`src/rtl/regfile.sv`:
```
// 8 x 16-bit CPU register file. Two combinational read ports and one
// synchronous write port, with an optional write-to-read bypass.
module regfile #(
  parameter int DATA_W = 16,
  parameter int ADDR_W = 3,
  parameter int BYPASS = 0
) (
  input  logic              clk,
  input  logic              rst,
  input  logic              write_en,
  input  logic [ADDR_W-1:0] rega,
  input  logic [ADDR_W-1:0] regb,
  input  logic [ADDR_W-1:0] wreg,
  input  logic [DATA_W-1:0] writedata,
  output logic [DATA_W-1:0] read1,
  output logic [DATA_W-1:0] read2
);

  localparam int DEPTH = 2 ** ADDR_W;

  logic [DATA_W-1:0] regs [DEPTH];

  // NOTE: the array is cleared on reset, so it maps to flops rather than a
  // RAM macro; each entry is written through its own decoded enable so an
  // unknown wreg matches no entry and leaves every register untouched.
  always_ff @(posedge clk) begin
    if (rst) begin
      for (int i = 0; i < DEPTH; i++) regs[i] <= '0;
    end else if (write_en) begin
      for (int i = 0; i < DEPTH; i++) begin
        if (wreg == ADDR_W'(i)) regs[i] <= writedata;
      end
    end
  end

  logic bypass_on;
  assign bypass_on = (BYPASS != 0) && write_en && !rst;

  // NOTE: every output gets its default before the bypass override, so the
  // read mux never infers a latch.
  always_comb begin
    read1 = regs[rega];
    read2 = regs[regb];
    if (bypass_on && (rega == wreg)) read1 = writedata;
    if (bypass_on && (regb == wreg)) read2 = writedata;
  end

endmodule

```
`config.mk`:
```
export PLATFORM = sky130hd
export DESIGN_NAME = regfile
export DESIGN_NICKNAME = d
export VERILOG_FILES = /design/src/rtl/regfile.sv
export SDC_FILE = /design/constraint.sdc
export NUM_CORES = 1
export LEC_CHECK = 0
export CAP_MARGIN = 20
export CORE_ASPECT_RATIO = 0.9
export CORE_MARGIN = 5
export CORE_UTILIZATION = 63
export CTS_BUF_LIST = sky130_fd_sc_hd__clkbuf_8
export DETAILED_ROUTE_END_ITERATION = 7
export GPL_TIMING_DRIVEN = 0
export PLACE_DENSITY = 0.95
export SYNTH_ARGS = -nofsm -noshare
export SYNTH_HDL_FRONTEND = slang
export SYNTH_SLANG_ARGS = --single-unit
```
`constraint.sdc`:
```
create_clock -name clk -period 5.2 [get_ports clk]
set_clock_uncertainty 0.15 [all_clocks]
set_input_delay 0.78 -clock clk [delete_from_list [all_inputs] [get_ports clk]]
set_output_delay 0.78 -clock clk [all_outputs]
set_load 0.005 [all_outputs]
```
==> impl_metrics.xml <==
<?xml version="1.0" encoding="UTF-8"?>
<metrics>
  <group name="outcome">
    <metric name="status" unit="">completed</metric>
  </group>
  <group name="worst_hold_path">
    <metric name="whs_endpoint" unit="">regs[0][13]</metric>
    <metric name="worstHoldPathType" unit="">in -&gt; reg</metric>
    <metric name="hold_path_cell_cnt" unit="">4</metric>
    <metric name="hp-start" unit="">wreg[0]</metric>
  </group>
  <group name="worst_setup_path">
    <metric name="critical_path.startpoint" unit="">regb[2]</metric>
    <metric name="master_of_the_slowest_instance_on_the_critical_path" unit="">clkbuf_1</metric>
    <metric name="crit_path_end_kind" unit="">output port</metric>
    <metric name="setup.worst_path.start_class" unit="">input pin</metric>
    <metric name="critical-path-top-delay-family" unit="">buffers and inverters</metric>
    <metric name="worstPathCellList" unit="">clkdlybuf4s50_1 -&gt; clkbuf_1 -&gt; mux4_1 -&gt; mux2_2 -&gt; clkdlybuf4s50_1</metric>
    <metric name="setup.worst_path.class" unit="">in -&gt; out</metric>
    <metric name="cpMostUsedCell" unit="">clkdlybuf4s50_1</metric>
    <metric name="crit_buf_inv" unit="">3</metric>
    <metric name="crit_fanout" unit="">10</metric>
    <metric name="worstPathArrival" unit="ns">3.25</metric>
    <metric name="critPathMaxStageDelay" unit="ns">0.67</metric>
    <metric name="worst_endpoint_required_time" unit="ns">4.27</metric>
  </group>
  <group name="clocking">
    <metric name="cts_tree" unit="">built</metric>
    <metric name="ctsLongestPathBuffers" unit="">2</metric>
    <metric name="clk_pin_slew_worst_paths" unit="ns">0.07</metric>
    <metric name="postCtsHoldBufs" unit="">0</metric>
    <metric name="post-cts-setup-buffers" unit="">0</metric>
    <metric name="cts_sinks" unit="">128</metric>
    <metric name="htreeDepth" unit="">4</metric>
    <metric name="cts_buffers" unit="">17</metric>
    <metric name="post_cts_resized" unit="">0</metric>
    <metric name="cts-root-buf" unit="">clkbuf_8</metric>
  </group>
  <group name="timing">
    <metric name="setup_total_negative_slack" unit="ns">0</metric>
    <metric name="tightestPinTransition" unit="ns">1.10</metric>
    <metric name="fmax" unit="MHz">239</metric>
    <metric name="timing_hold_violations_final" unit="">0</metric>
    <metric name="finalSetupViolCount" unit="">0</metric>
    <metric name="timing.final.max_slew_violations" unit="">0</metric>
    <metric name="max-slew-margin-rel" unit="">0.266</metric>
    <metric name="grt_setup_unrepaired" unit="">false</metric>
    <metric name="finalCritPeriodShare" unit="">0.804</metric>
    <metric name="post-route-min-period" unit="ns">4.18</metric>
  </group>
  <group name="global_route">
    <metric name="grt_pass1_vias" unit="">4459</metric>
    <metric name="gr-total-overflow" unit="">0</metric>
    <metric name="globalRouteTotalUtil" unit="">0.280</metric>
    <metric name="maximum_number_of_pins_on_one_net_before_global_route_repair" unit="">17</metric>
    <metric name="met2_usage" unit="">0.473</metric>
    <metric name="antenna_found_initial" unit="">0</metric>
    <metric name="met1_usage" unit="">0.347</metric>
    <metric name="gr-max-usage-layer" unit="">met2</metric>
    <metric name="grt.met3_usage" unit="">0.0841</metric>
    <metric name="grt_first_pass_wirelength" unit="um">26100</metric>
  </group>
  <group name="route">
    <metric name="detail_route.drc_violations" unit="">0</metric>
    <metric name="post_drt_via_cell_ratio" unit="">6.99</metric>
    <metric name="antenna_left" unit="">0</metric>
    <metric name="drt_wl_total" unit="um">17300</metric>
    <metric name="routed-via-count" unit="">4283</metric>
    <metric name="wl_per_cell" unit="um">28.2</metric>
    <metric name="detail_route.iter0.violations" unit="">560</metric>
    <metric name="detailedRoute.firstPassIterationCount" unit="">8</metric>
  </group>
  <group name="synth">
    <metric name="syn_nets" unit="">427</metric>
    <metric name="ys_warn_count" unit="">0</metric>
    <metric name="post_synth_inst_count" unit="">399</metric>
    <metric name="synth_seq_cells" unit="">128</metric>
    <metric name="synth_compound_gate_area_share" unit="">0.00299</metric>
    <metric name="area_share_of_and_or_nand_nor_cells_after_synthesis" unit="">0.0836</metric>
    <metric name="synth_area_leader_cell" unit="">edfxtp_1</metric>
    <metric name="cells_taking_the_most_area_after_synthesis" unit="">edfxtp_1, mux4_1, mux2_2</metric>
    <metric name="synth_top_family_by_area" unit="">multiplexers</metric>
    <metric name="synth-xor-area-share" unit="">0</metric>
    <metric name="muxShareOfSynthArea" unit="">0.301</metric>
    <metric name="area_share_of_fa_ha_maj_cells_after_synthesis" unit="">0</metric>
    <metric name="netlist_area" unit="um2">6690</metric>
    <metric name="cell_variety_after_synth" unit="">16</metric>
    <metric name="yosysSeqAreaShare" unit="">0.574</metric>
    <metric name="synth_largest_type_area_fraction" unit="">0.574</metric>
    <metric name="synth.avg_cell_area" unit="um2">16.8</metric>
  </group>
  <group name="power">
    <metric name="netsw" unit="mW">0.631</metric>
    <metric name="p_seq_frac" unit="">0.495</metric>
    <metric name="fraction_of_power_spent_switching_nets" unit="">0.249</metric>
    <metric name="power.density_cell_area" unit="nW/um2">325</metric>
    <metric name="worst_voltage_drop_across_the_vdd_grid" unit="V">0.000201</metric>
    <metric name="clockPowerShare" unit="">0.359</metric>
    <metric name="cell_internal_pwr" unit="mW">1.91</metric>
    <metric name="pwr-share-comb" unit="">0.146</metric>
    <metric name="static-leakage-power" unit="nW">2.87</metric>
  </group>
  <group name="place">
    <metric name="buffer_ports.inserted" unit="">53</metric>
    <metric name="dpl.hpwl" unit="um">10900</metric>
    <metric name="gp_congestion" unit="">0.812</metric>
    <metric name="place_area" unit="um2">7380</metric>
  </group>
  <group name="finish">
    <metric name="largest_register_ff_count" unit="">128</metric>
    <metric name="final_cell_area" unit="um2">7800</metric>
    <metric name="num-nets-final" unit="">499</metric>
    <metric name="post-route-util" unit="">0.755</metric>
    <metric name="drive_gt1_frac" unit="">0.174</metric>
    <metric name="register_with_the_most_flip_flops" unit="">regs</metric>
    <metric name="reg_top3" unit="">regs (128)</metric>
    <metric name="syn_to_final_growth" unit="%">16.5</metric>
    <metric name="diodes" unit="">0</metric>
  </group>
  <group name="floorplanning">
    <metric name="area_of_the_die" unit="um2">12800</metric>
    <metric name="core.rowCount" unit="">35</metric>
    <metric name="floorplan.io_pins" unit="">60</metric>
    <metric name="starting_utilization_of_the_core_area" unit="">0.648</metric>
    <metric name="die_y" unit="um">108</metric>
    <metric name="die_w" unit="um">119</metric>
    <metric name="design.core.area" unit="um2">10300</metric>
  </group>
  <group name="flow_run">
    <metric name="max_cap_violations" unit="">0</metric>
  </group>
</metrics>
==> cell type report <==
cell class              instances  area, um2
plain buffers                  32        194
flip-flops and latches        128       3840
clock inverters                15        181
inverters                      17       63.8
well taps                     129        161
multi-input cells             222       2590
clock buffers                  17        234
fillers                       567       2530
repair buffers                 53        531
==> tightest hold or removal path: stages <==
cell and delay, ns:
buf_2 0.14, or4b_1 0.12, buf_2 0.21, nor2_1 0.06
==> routing by layer <==
layer  part of all wire  wire length (um)  up-vias
met5                  0                 0        -
li1                   -                 -     1742
met4              0.037               635        0
met3               0.11              1840       72
met1               0.37              6320     2119
met2               0.49              8470      350
==> synthesized netlist by cell type <==
library cell / count
nand2b_1: 22
clkbuf_2: 2
a41o_1: 2
mux4_1: 56
edfxtp_1: 128
buf_1: 7
nand4bb_1: 3
buf_6: 9
mux2_2: 32
mux4_2: 8
nand4b_1: 2
nor2_1: 96
clkbuf_1: 11
inv_1: 17
buf_2: 3
or4b_1: 1
==> cell families after synthesis <==
| family | count (synthesis) |
|---|---|
| flops | 128 |
| simple gates | 124 |
| mux | 96 |
| buf+inv | 49 |
| compound gates | 2 |
==> power by group through the flow <==
stage	clock (mW)	sequential, mW	combinational (mW)
final	0.912	1.26	0.370
after global placement	0	1.26	0.350
after global routing	0.953	1.26	0.387
after floorplan	0	1.25	0.209
after CTS	0.900	1.25	0.368
after detailed placement	0	1.27	0.362
==> through the flow <==
step	worst slack [ns]	cells	hold slack (ns)	total power, mW
5_1_grt	0.993	613	0.911	2.60
3_5_place_dp	1.14	581	1.34	1.63
6_report	1.02	613	0.908	2.54
2_1_floorplan	2.44	399	0.935	1.46
4_1_cts	1.09	613	0.906	2.52
3_3_place_gp	1.17	581	1.32	1.61
==> layout by cell type (no fill, tap or decap) <==
master and n:
a41o_1 2, buf_1 7, buf_2 3, buf_6 9, bufinv_16 3, clkbuf_1 11
clkbuf_2 2, clkbuf_8 17, clkdlybuf4s50_1 53, clkinv_1 2, clkinv_2 1, clkinv_4 1
clkinvlp_4 2, edfxtp_1 128, inv_1 17, inv_6 5, inv_8 1, mux2_2 32
mux4_1 56, mux4_2 8, nand2b_1 22, nand4b_1 2, nand4bb_1 3, nor2_1 96
or4b_1 1
==> worst max path at each step <==
stage / end / slack (ns) / cells after the start
global route: read1[14] / 0.99 / 5
global placement: read2[5] / 1.17 / 5
finish: read2[9] / 1.02 / 5
CTS: read1[5] / 1.09 / 5
detailed placement: read1[9] / 1.14 / 5
floorplan: read1[1] / 2.44 / 4
Note: power is estimated with default switching activity, not from simulation.
